**src/rtl/if_fetch_ctrl.sv**
```systemverilog
// -----------------------------------------------------------------------------
// if_fetch_ctrl
//
// Instruction-fetch controller for the IF stage. It owns the PC, issues ROM
// reads over a ce/ack handshake, buffers returned words in a 2-entry FIFO and
// presents the FIFO head to IF/ID with a valid/ready handshake. A flush or
// taken branch redirects fetch and discards everything buffered or in flight.
//
// Ports
//   clk, rst          clock (rising edge), asynchronous active-low reset
//   flush_i           flush redirect request (wins over branch)
//   flush_pc_i        flush target
//   branch_flag_i     taken-branch redirect request
//   branch_target_i   branch target
//   rom_ce_o          ROM request, held until rom_ack_i
//   rom_addr_o        ROM word address, held until rom_ack_i
//   rom_ack_i         ROM data valid this cycle
//   rom_data_i        ROM read data
//   inst_valid_o      FIFO head valid
//   inst_o            FIFO head instruction
//   inst_pc_o         PC of FIFO head
//   inst_ready_i      IF/ID accepts the head
//
// Optional build macro IF_FETCH_PERF_EN adds two counters:
//   perf_fetch_o      words pushed into the FIFO
//   perf_drop_o       words discarded (drain acks, same-cycle redirect acks,
//                     FIFO entries flushed)
//
// Every output comes straight from a flop; no input reaches an output
// combinationally.
// -----------------------------------------------------------------------------
module if_fetch_ctrl #(
    parameter int                 ADDR_W       = 32,
    parameter int                 DATA_W       = 32,
    parameter logic [ADDR_W-1:0]  RESET_VECTOR = 32'h0000_0000
) (
    input  logic              clk,
    input  logic              rst,
    input  logic              flush_i,
    input  logic [ADDR_W-1:0] flush_pc_i,
    input  logic              branch_flag_i,
    input  logic [ADDR_W-1:0] branch_target_i,
    output logic              rom_ce_o,
    output logic [ADDR_W-1:0] rom_addr_o,
    input  logic              rom_ack_i,
    input  logic [DATA_W-1:0] rom_data_i,
    output logic              inst_valid_o,
    output logic [DATA_W-1:0] inst_o,
    output logic [ADDR_W-1:0] inst_pc_o,
    input  logic              inst_ready_i
`ifdef IF_FETCH_PERF_EN
    ,
    output logic [31:0]       perf_fetch_o,
    output logic [31:0]       perf_drop_o
`endif
);

    typedef enum logic [1:0] {
        S_IDLE,
        S_REQ,
        S_WAIT,
        S_DRAIN
    } state_t;

    state_t            state_q, state_d;
    logic [ADDR_W-1:0] pc_q, pc_d;
    logic [ADDR_W-1:0] rom_addr_d;
    logic              rom_ce_d;

    // Tail slot of the FIFO; the head slot is the inst_* output registers.
    logic              tail_valid_q;
    logic [DATA_W-1:0] tail_data_q;
    logic [ADDR_W-1:0] tail_pc_q;

    logic              redirect;
    logic [ADDR_W-1:0] target;
    logic              ack_req;
    logic              push;
    logic              pop;
    logic [1:0]        count_q;
    logic [1:0]        count_post;

    assign redirect = flush_i | branch_flag_i;
    assign target   = flush_i ? flush_pc_i : branch_target_i;

    // Only an ack to a live REQ carries a word worth keeping; a redirect in the
    // same cycle kills it, and a redirect also blocks the pop.
    assign ack_req  = (state_q == S_REQ) && rom_ack_i;
    assign push     = ack_req && !redirect;
    assign pop      = inst_valid_o && inst_ready_i && !redirect;

    assign count_q    = {1'b0, inst_valid_o} + {1'b0, tail_valid_q};
    assign count_post = count_q + {1'b0, push} - {1'b0, pop};

    // -------------------------------------------------------------------------
    // Next-state / next-PC
    // -------------------------------------------------------------------------
    // NOTE: every signal driven here gets a default first, so no path through
    // the case leaves it unassigned and no latch is inferred.
    always_comb begin
        state_d = state_q;
        pc_d    = pc_q;
        unique case (state_q)
            S_IDLE: begin
                state_d = S_REQ;
                if (redirect) pc_d = target;
            end
            S_REQ: begin
                if (redirect) begin
                    pc_d    = target;
                    // Without an ack the old request is still owed a response,
                    // which must be swallowed before the new address goes out.
                    state_d = rom_ack_i ? S_REQ : S_DRAIN;
                end else if (rom_ack_i) begin
                    pc_d = pc_q + ADDR_W'(4);
                    if (count_post == 2'd2) state_d = S_WAIT;
                end
            end
            S_WAIT: begin
                if (redirect) begin
                    pc_d    = target;
                    state_d = S_REQ;
                end else if (pop) begin
                    state_d = S_REQ;
                end
            end
            S_DRAIN: begin
                if (redirect) begin
                    pc_d = target;
                end else if (rom_ack_i) begin
                    state_d = S_REQ;
                end
            end
            default: state_d = S_IDLE;
        endcase

        rom_ce_d   = (state_d == S_REQ) || (state_d == S_DRAIN);
        // While draining, the stale address must stay on the bus until acked.
        rom_addr_d = (state_d == S_DRAIN) ? rom_addr_o : pc_d;
    end

    // -------------------------------------------------------------------------
    // Control registers
    // -------------------------------------------------------------------------
    // NOTE: sequential state uses non-blocking assignments so every flop
    // samples pre-edge values regardless of statement order.
    always_ff @(posedge clk or negedge rst) begin
        if (!rst) begin
            state_q    <= S_IDLE;
            pc_q       <= RESET_VECTOR;
            rom_ce_o   <= 1'b0;
            rom_addr_o <= RESET_VECTOR;
        end else begin
            state_q    <= state_d;
            pc_q       <= pc_d;
            rom_ce_o   <= rom_ce_d;
            rom_addr_o <= rom_addr_d;
        end
    end

    // -------------------------------------------------------------------------
    // 2-entry FIFO: head slot drives the outputs, tail slot shifts into it.
    // -------------------------------------------------------------------------
    // NOTE: the head data/PC registers are outputs with defined reset values,
    // so the whole buffer is reset; with only two entries this costs nothing
    // and keeps the tail slot free of X after reset.
    always_ff @(posedge clk or negedge rst) begin
        if (!rst) begin
            inst_valid_o <= 1'b0;
            inst_o       <= '0;
            inst_pc_o    <= '0;
            tail_valid_q <= 1'b0;
            tail_data_q  <= '0;
            tail_pc_q    <= '0;
        end else if (redirect) begin
            inst_valid_o <= 1'b0;
            tail_valid_q <= 1'b0;
        end else begin
            unique case ({push, pop})
                2'b10: begin
                    if (!inst_valid_o) begin
                        inst_valid_o <= 1'b1;
                        inst_o       <= rom_data_i;
                        inst_pc_o    <= pc_q;
                    end else begin
                        tail_valid_q <= 1'b1;
                        tail_data_q  <= rom_data_i;
                        tail_pc_q    <= pc_q;
                    end
                end
                2'b01: begin
                    inst_valid_o <= tail_valid_q;
                    inst_o       <= tail_data_q;
                    inst_pc_o    <= tail_pc_q;
                    tail_valid_q <= 1'b0;
                end
                2'b11: begin
                    if (tail_valid_q) begin
                        inst_o      <= tail_data_q;
                        inst_pc_o   <= tail_pc_q;
                        tail_data_q <= rom_data_i;
                        tail_pc_q   <= pc_q;
                    end else begin
                        inst_o    <= rom_data_i;
                        inst_pc_o <= pc_q;
                    end
                end
                default: ;
            endcase
        end
    end

`ifdef IF_FETCH_PERF_EN
    // -------------------------------------------------------------------------
    // Performance counters (wrap modulo 2^32)
    // -------------------------------------------------------------------------
    logic [31:0] drop_inc;

    always_comb begin
        drop_inc = 32'd0;
        if (redirect)                         drop_inc = drop_inc + 32'(count_q);
        if (ack_req && redirect)              drop_inc = drop_inc + 32'd1;
        if ((state_q == S_DRAIN) && rom_ack_i) drop_inc = drop_inc + 32'd1;
    end

    always_ff @(posedge clk or negedge rst) begin
        if (!rst) begin
            perf_fetch_o <= 32'd0;
            perf_drop_o  <= 32'd0;
        end else begin
            perf_fetch_o <= perf_fetch_o + 32'(push);
            perf_drop_o  <= perf_drop_o + drop_inc;
        end
    end
`endif

endmodule
```
**config.mk**
```make
export PLATFORM = sky130hd
export DESIGN_NAME = if_fetch_ctrl
export DESIGN_NICKNAME = d
export VERILOG_FILES = /design/src/rtl/if_fetch_ctrl.sv
export SDC_FILE = /design/constraint.sdc
export NUM_CORES = 1
export LEC_CHECK = 0
export ABC_AREA = 1
export CORE_MARGIN = 3
export CORE_UTILIZATION = 50
export CTS_CLUSTER_SIZE = 10
export DETAILED_ROUTE_END_ITERATION = 8
export GPL_TIMING_DRIVEN = 0
export HOLD_SLACK_MARGIN = 0.12
export PLACE_DENSITY_LB_ADDON = 0.3
export REMOVE_ABC_BUFFERS = 1
export SYNTH_ARGS = -nofsm -noshare
export SYNTH_HDL_FRONTEND = slang
export SYNTH_SLANG_ARGS = --single-unit
```
**constraint.sdc**
```tcl
create_clock -name clk -period 2.9 [get_ports clk]
set_clock_uncertainty 0.05 [all_clocks]
set_input_delay 0.58 -clock clk [delete_from_list [all_inputs] [get_ports clk]]
set_output_delay 0.58 -clock clk [all_outputs]
set_load 0.01 [all_outputs]
```
**Yosys cells after proc, flatten, opt, wreduce, memory -nomap -nowiden**

Cells that the tools add are included.
W data, S select, Z words.

- Memories: 0
- Logic and storage cells: 74
- Latch bits: 0
- Bits in registers: 197
- Bits in writable memories: 0
- ROM bits: 0
- Output and inout bits: 98

- Add/subtract/negate cells: 4
- Equal/unequal tests: 13
- Shift-type cells: 0
- $lt $le $gt $ge: 0
- Div/mod/pow operators: 0
- Muxes and demuxes: 31
- Multiply operators: 0
- Bitwise logic cells: 2
- Reduce and logical (&&, ||, !) cells: 14

Operator list:

| cell | count |
|---|---|
| $mux W32 | 12 |
| $pmux W32 S2 | 3 |
| $pmux W32 S3 | 2 |
| $add A32 B3 Y32 const B | 1 |
| $mux W2 | 8 |
| $eq A2 B2 Y1 const B | 6 |
| $pmux W2 S4 | 1 |
| $eq A2 B1 Y1 const B | 3 |
| $ne A2 B2 Y1 const B | 3 |
| $reduce_bool A3 Y1 | 2 |
| $logic_and A1 B1 Y1 | 4 |
| $pmux W1 S2 | 2 |
| $reduce_and A4 Y1 | 1 |
| $mux W1 | 3 |
| $ne A3 B3 Y1 const B | 1 |
| $reduce_and A3 Y1 | 1 |
| $reduce_or A3 Y1 | 1 |
| $add A1 B1 Y2 | 1 |
| $add A2 B1 Y2 | 1 |
| $logic_not A2 Y1 | 1 |
| $reduce_and A2 Y1 | 1 |
| $reduce_bool A2 Y1 | 1 |
| $sub A2 B1 Y2 | 1 |
| $logic_not A1 Y1 | 1 |
| 3 further kinds | 3 |

**Logic depth before layout (Yosys ltp)**

Gate-level depths: netlist of run 1.

- Depth in word-level cells: 12
- Gate-level depth with buffers: 18
- Gate-level depth less buffers: 16

**Worst setup path before layout of run 1**

No wires, ideal clock.

- Path type: input to register
- Start point: input flush_i
- End point: register rom_addr_o[18]
- Setup slack: 259 ps
- Path buffers: 3
- Required time: 2732 ps
- Setup time: 118 ps
- Cell stages on the path: 14
- Arrival time: 2473 ps
- Path through: buf_6 > nor2_4 > buf_6 > nand2_4 > inv_2 > ha_1 > fa_1 > nand4_1 > o21a_1 > nand2_2 > inv_4 > buf_6 > nand2_1 > nand2_1

- Longest elaborated chain between the ends: 11
- Elaborated cells between the ends (all ways): 19
- Classes of those cells: add/sub: 2; eq/ne: 2; mux: 11; bitwise: 1; reduce/logical: 3

Ends and longest elaborated chain:

| item | RTL line | source |
|---|---|---|
| start: declaration | 39 | `input logic flush_i,` |
| $or A1 B1 Y1 * | 83 | `assign redirect = flush_i \| branch_flag_i;` |
| $logic_not A1 Y1 | 89, 90 |  |
| $logic_and A1 B1 Y1 | 89 | `assign push = ack_req && !redirect;` |
| $add A2 B1 Y2 | 93 | `assign count_post = count_q + {1'b0, push} - {1'b0, pop};` |
| $sub A2 B1 Y2 | 93 |  |
| $eq A2 B2 Y1 | 116 | `if (count_post == 2'd2) state_d = S_WAIT;` |
| $mux W2 | 116 |  |
| $mux W2 | 114 | `end else if (rom_ack_i) begin` |
| $mux W2 | 109 | `if (redirect) begin` |
| $pmux W2 S4 * | 103 | `unique case (state_q)` |
| named net state_d[0] | 65 | `state_t state_q, state_d;` |
| $eq A2 B2 Y1 * | 139 | `rom_addr_d = (state_d == S_DRAIN) ? rom_addr_o : pc_d;` |
| end signal: assignment | 157 | `rom_addr_o <= rom_addr_d;` |
| end: declaration | 44 | `output logic [ADDR_W-1:0] rom_addr_o,` |

Mark *: on every way through the listed nets, which the timed path passes. The rest lies on a longest branch.
A chain may end at the register's enable or synchronous reset.

**Worst setup path after layout of run 1**

- Start point: input inst_ready_i
- End point: register rom_addr_o[15]

- Longest elaborated chain between the ends: 9
- Elaborated cells between the ends (all ways): 11
- Classes of those cells: add/sub: 1; eq/ne: 2; mux: 6; reduce/logical: 2

Ends and longest elaborated chain:

| item | RTL line | source |
|---|---|---|
| start: declaration | 50 | `input logic inst_ready_i` |
| $logic_and A1 B1 Y1 * (2 in a row) | 90 | `assign pop = inst_valid_o && inst_ready_i && !redirect;` |
| $sub A2 B1 Y2 | 93 |  |
| $eq A2 B2 Y1 | 116 |  |
| $mux W2 | 116 |  |
| $mux W2 | 114 |  |
| $mux W2 | 109 |  |
| $pmux W2 S4 * | 103 |  |
| named net state_d[1] | 65 |  |
| $eq A2 B2 Y1 * | 139 |  |

Marks and branches as above.

==> results of run 1 <==
## cells in the final DEF (no fill, tap or decap), types with 2 or more instances in the layout
cell type / n
nand2_1: 361
dfrtp_1: 196
clkdlybuf4s50_1: 195
inv_1: 154
o21ai_0: 86
nand3_1: 71
o211ai_1: 64
o21ai_1: 61
nor2_1: 47
a21oi_1: 25
clkbuf_16: 17
and2_1: 9
a31oi_1: 8
nor2_4: 6
nand4_1: 6
buf_12: 6
buf_16: 6
buf_4: 6
nand2_4: 5
inv_6: 5
buf_6: 5
inv_2: 4
nor2_2: 4
nand2_2: 3
a22oi_1: 3
inv_8: 3
nor3_1: 2
nand3b_1: 2
o21ai_4: 2
clkinvlp_4: 2
clkinv_2: 2
clkinv_4: 2
## power groups by stage
stage                     clock network [mW]  registers [mW]  logic (mW)
after floorplan                            0            4.45        1.22
after global placement                     0            4.15        3.46
after detailed placement                   0            4.18        3.55
after CTS                               2.34            4.14        3.64
after global routing                    2.46            4.25        4.11
final                                   2.31            4.14        3.75
## cell type report
type                       count  area, um^2
inverter                     161         633
fill                        1497        6180
clock inverter                14         139
multi-input combinational    779        3810
timing repair buffer         221        2370
tap                          260         325
clock buffer                  18         429
sequential                   197        4930
timing repair inverter         1        11.3
## repair_timing
action	CTS	global route
buffers inserted	1	9
pin swaps	2	6
endpoints found under the setup margin	197	32
cloned	3	2
hold endpoints to repair	0	0
resized for setup	15	21
## cells by family after synthesis
logic type                 count (synthesis)  share of synthesized area, %
xor gates and xnor gates                   1                        0.0907
AOI/OAI and AO/OA                        254                          15.3
buffers and inverters                    226                          10.8
and+or+nand+nor                          517                          22.4
DFF                                      197                          51.0
adders and majority gates                  3                         0.466
## flip-flops by register name (all words and copies together) (netlist names)
| name | count |
|---|---|
| inst_o | 32 |
| inst_pc_o | 32 |
| pc_q | 32 |
| rom_addr_o | 32 |
| tail_data_q | 32 |
| tail_pc_q | 32 |
| state_q | 2 |
| inst_valid_o | 1 |
| rom_ce_o | 1 |
| tail_valid_q | 1 |
## worst max-delay path, stage by stage
cell,delay [ns]
clkdlybuf4s50_1,0.47
nand2_2,0.06
inv_2,0.07
nand2_4,0.08
inv_4,0.09
ha_4,0.19
fa_2,0.51
nand4_1,0.24
nand3_2,0.17
nand2_2,0.08
nand2_4,0.13
nand2_8,0.14
buf_6,0.15
nand3_1,0.07
nand2_1,0.06
## per-layer routing
metal  wire length [um]  track usage (%)  vias to the layer above
met5                  0                0                        -
met4                548             7.36                        0
met3               1760             4.56                       46
met2              11400             36.9                      346
met1              11400             33.3                     3997
li1                   -                -                     4218
## final timing paths
path,start,end,slack (ns),cells past startpoint
max reg2reg,state_q[1]$_DFF_PN0_,rom_addr_o[15]$_DFFE_PN0P_,0.15,13
min,rst,inst_o[3]$_DFFE_PN0P_,0.10,1
min reg2reg,rom_addr_o[1]$_DFFE_PN0P_,rom_addr_o[1]$_DFFE_PN0P_,0.43,2
max in group asynchronous,rst,inst_pc_o[19]$_DFFE_PN0P_,1.76,2
max,inst_ready_i,rom_addr_o[15]$_DFFE_PN0P_,0.07,15
min in group clk,rom_addr_o[1]$_DFFE_PN0P_,rom_addr_o[1]$_DFFE_PN0P_,0.43,2
## per-stage QoR
stage                     cell area [um^2]  hold WS (ns)  worst slack [ns]
after floorplan                       9230         0.234             -1.62
after global placement               11500         0.406             -7.18
after detailed placement             11900         0.412             -2.99
after CTS                            12500         0.142           0.00609
after global routing                 12600         0.165           -0.0182
final                                12600         0.102            0.0678
==> metrics.txt, run 1 <==
outcome finished clean; share of the synthesized area in the top cell type 51.0%; register area share after synthesis 51.0%; io pins 200; VDD IR max 477 uV; post-route ant nets 0; final core occ 67.2%; Setup Viol. Count Final 0; critical path endpoint category register; CORE AREA 18800 um^2; Syn Inst Count 1198; total grt overflow 0; Final Hold Fails 0; CTS tree done; IO buf count 199; minimum clock period 2.83 ns; gr usage total 23.5%; H-tree depth 4; # diodes 0; non-filler cells, final 1651; CTS root buf clkbuf_16; number of flops mapped to enable cells by yosys 0; placed cell count 1604; Int Power 6.72 mW; post-DP HPWL 16700 um; ys flop type dfrtp_1; synth warn 0; FF+latch count, synth 197; clock buffer depth 2; Fin Setup TNS 0 ns; maxcap violations 0; Slew @ Worst Pin 1.19 ns; Fmax 353 MHz; Crit Path Max Fanout 8; Design Power 10.2 mW; Gate power share 36.8%; worst endpoint required time 3.16 ns; Post-synth ARST share 100%; Critical Path AT 3.10 ns; Synth top cells by count 364 x nand2_1, 197 x dfrtp_1, 155 x inv_1; Vias/cell 5.21; Sw Ratio 34.0%; fin. max-slew vios 0; leading area contributor after synthesis dfrtp_1; sw power 3.47 mW; Chip Width 145 um; first-pass GRT wire length 40900 um; total die area 21000 um^2; most frequent cell after synthesis nand2_1; DRT Wirelength 25100 um; Sink Count 197; initial antenna violation count 0; P per Cell Area 806 nW/um^2; routed len/inst 15.2 um; CP Launch Type primary input; hold bufs inserted after CTS 0; Netlist cell types 37; clock insertion delay at the later pin of the skew report 0.43 ns; Pre-antenna DRT Iters 5; row count 50; via count 8607; Initial Util 51.3%; ranking of synthesized cells by area dfrtp_1 51%, nand2_1 14%, inv_1 6.0%, o211ai_1 5.0%, o21ai_0 4.5%; Synth Cell Area 9660 um^2; largest net degree at the start of global routing 101; routability cong. 0.913; Clock Power Share 22.6%; Worst-path clk slew 0.07 ns; # DRC 0; Die Y 145 um; Max-slew headroom 20.4%; vias in the first global route 8080; Static Leakage 6.02 nW; Final period util 97.7%; Area growth syn-to-layout 30.9%; sequential power share 40.6%; Mapped Avg Cell Area 8.06 um^2; total CTS buffers 17; layout cells sized above 1 6.69%; initial drt markers 862; worst hold path class in -> async; CP Class in -> reg; Layout Nets 1483
No activity file was read; power rests on OpenSTA's default activity.
==> run 2, diff against run 1 <==
Settings changed: TNS_END_PERCENT from default to 20.
==> results of run 2 <==
Same layout as run 1: the final DEF is identical, and so are final timing and power.
==> run 3, diff against run 2 <==
Settings changed: CAP_MARGIN from default to 20, CELL_PAD_IN_SITES_DETAIL_PLACEMENT from default to 0, CELL_PAD_IN_SITES_GLOBAL_PLACEMENT from default to 1, CORE_UTILIZATION 50 to 38.
==> metrics.txt, run 3 (same netlist as run 1, synthesis figures left out) <==
fill cell count 2427 (+62%); clock insertion delay at the later pin of the skew report 0.43 ns (about the same); Fmax 357 MHz (+1.1%); area post-placement 12100 um^2 (+1.8%); CP Class in -> reg; DRT Wirelength 26700 um (+6.3%); outcome finished clean; vias in the first global route 7719 (-4.5%); io pins 200 (unchanged); CP Buf/Inv Count 4 (unchanged); routability cong. 0.903 (-1.1%); RR Endpoint rom_addr_o[19]$_DFFE_PN0P_; Static Leakage 6.13 nW (+1.9%); # DRC 0 (unchanged); Pre-antenna DRT Iters 5 (unchanged); area of the multi-input gates 3800 um^2 (-0.20%); max incr delay on CP 0.53 ns (+0.02 ns); Setup crit start inst_ready_i; Setup Viol. Count Final 0 (unchanged); via count 8380 (-2.6%); cell area after layout 13000 um^2 (+2.5%); largest net degree at the start of global routing 106 (+5.0%); P per Cell Area 810 nW/um^2 (+0.54%); reg2reg start state_q[1]$_DFF_PN0_; Reg area 4930 um^2 (unchanged); total CTS buffers 17 (unchanged); maxcap violations 0 (unchanged); # diodes 0 (unchanged); commonest non-fill, non-tap cell in the layout nand2_1; post-DP HPWL 17900 um (+7.4%); initial drt markers 616 (-29%); Vias/cell 4.87 (-6.6%); Worst Slack Setup Final 0.0990 ns (+0.0312 ns); non-filler cells, final 1721 (+4.2%); Slew @ Worst Pin 0.796 ns (-0.397 ns); H-tree depth 4 (unchanged); clock buffer depth 2 (unchanged); pre-CTS setup slack -2.23 ns (+0.760 ns); Worst-path clk slew 0.07 ns (about the same); commonest non-fill, non-tap cells in the layout 360 x nand2_1, 196 x dfrtp_1, 195 x clkdlybuf4s50_1; row count 57 (+14%); routed len/inst 15.5 um (+2.0%); initial antenna violation count 0 (unchanged); total grt overflow 0 (unchanged); critical path's slowest cell fa_2; Sink Count 197 (unchanged); worst endpoint required time 3.17 ns (about the same); worst hold path class in -> async; first-pass GRT wire length 41700 um (+1.9%); Critical Path AT 3.07 ns (-0.03 ns); Fin Setup TNS 0 ns (unchanged); CP Launch Type primary input; CTS tree done; VDD IR max 354 uV (-26%); critical path endpoint category register; post-route ant nets 0 (unchanged); final core occ 52.6% (-15 points); Die Y 165 um (+14%); minimum clock period 2.80 ns (-0.0312 ns); cell chain of the critical path clkdlybuf4s50_1, nand2_2, inv_2, nand2_4, inv_4, ha_1, fa_2, nand4_1, o21a_4, nand2_8, clkinv_8, nand2_1, nand2_1; R2R Setup Slk 0.15 ns (about the same); layout cells sized above 1 7.02% (+0.33 points); Final period util 96.6% (-1.1 points); most frequent CP cell nand2_1; CTS root buf clkbuf_16; Chip Width 165 um (+14%); Max-slew headroom 46.9% (+27 points); Area growth syn-to-layout 34.2%; Crit Path Max Fanout 8 (unchanged); hold bufs inserted after CTS 0 (unchanged); Initial Util 39.2% (-12 points); r2r worst-path depth 11 (-2); gr usage total 19.4% (-4.1 points); total die area 27400 um^2 (+30%); Worst path top cell family by delay adder cells; IO buf count 199 (unchanged); CORE AREA 24700 um^2 (+31%); fin. max-slew vios 0 (unchanged); Final Hold Fails 0 (unchanged); Layout Nets 1490 (+0.47%); placed cell count 1673 (+4.3%)
==> run 3: cell types whose count changed in the layout (fill, tap and decap cells not counted), moves of 2 or more <==
cell and change:
clkinv_8 +3, buf_16 +5, clkinv_2 -2, inv_16 +2
bufinv_16 +2, nor2_2 -2, nand2_2 +2, buf_6 -4
==> run 3: per-stage QoR <==
stage	power [mW]	hold slack [ns]
2_1_floorplan	5.67	0.234
3_3_place_gp	7.68	0.407
3_5_place_dp	7.76	0.412
4_1_cts	10.5	0.130
5_1_grt	11.2	0.122
6_report	10.5	0.0907
==> run 3: worst max-delay path by stage <==
stage / cells past startpoint / endpoint / slack [ns]
floorplan: 7 / inst_o[0]$_DFFE_PN0P_ / -1.62
global placement: 1 / inst_pc_o[0]$_DFFE_PN0P_ / -7.49
detailed placement: 14 / rom_addr_o[10]$_DFFE_PN0P_ / -2.23
CTS: 16 / rom_addr_o[10]$_DFFE_PN0P_ / 0.06
global route: 15 / rom_addr_o[10]$_DFFE_PN0P_ / -0.01
finish: 13 / rom_addr_o[19]$_DFFE_PN0P_ / 0.1
==> run 3: repair_timing <==
action,in CTS,in global routing
setup endpoints to repair,172,32
hold endpoints to repair,0,0
gates cloned,4,5
buffers inserted,2,7
resized for setup,19,21
pin swaps,2,6
==> run 3: worst register-to-register path: stages (launching register included) <==
cell and delay, ns:
dfrtp_1 0.45, inv_2 0.09, nand2_2 0.22, nor2_4 0.23, inv_2 0.09, fa_2 0.54
nand4_1 0.16, o21a_4 0.30, nand2_8 0.25, clkinv_8 0.14, nand2_1 0.08, nand2_1 0.05
==> run 3: routing by layer <==
metal / track usage (%) / wire length [um] / up-vias
li1: - / - / 4246
met1: 27.9 / 12600 / 3885
met2: 29.7 / 12000 / 222
met3: 4.04 / 1560 / 27
met4: 6.01 / 505 / 0
met5: 0 / 0 / -
==> run 3: cell type report <==
type | count | area share (%)
flip-flops and latches | 197 | 38.0
clock inverters | 12 | 1.31
repair buffers | 225 | 19.5
repair inverters | 5 | 0.598
clock buffers | 19 | 3.34
inverters | 161 | 4.81
multi-input cells | 778 | 29.3
well taps | 324 | 3.13
==> run 3: power breakdown <==
group / internal [mW] / switching [mW]
logic: 1.94 / 1.95
registers: 3.63 / 0.493
clock network: 1.38 / 1.11
total: 6.95 / 3.56
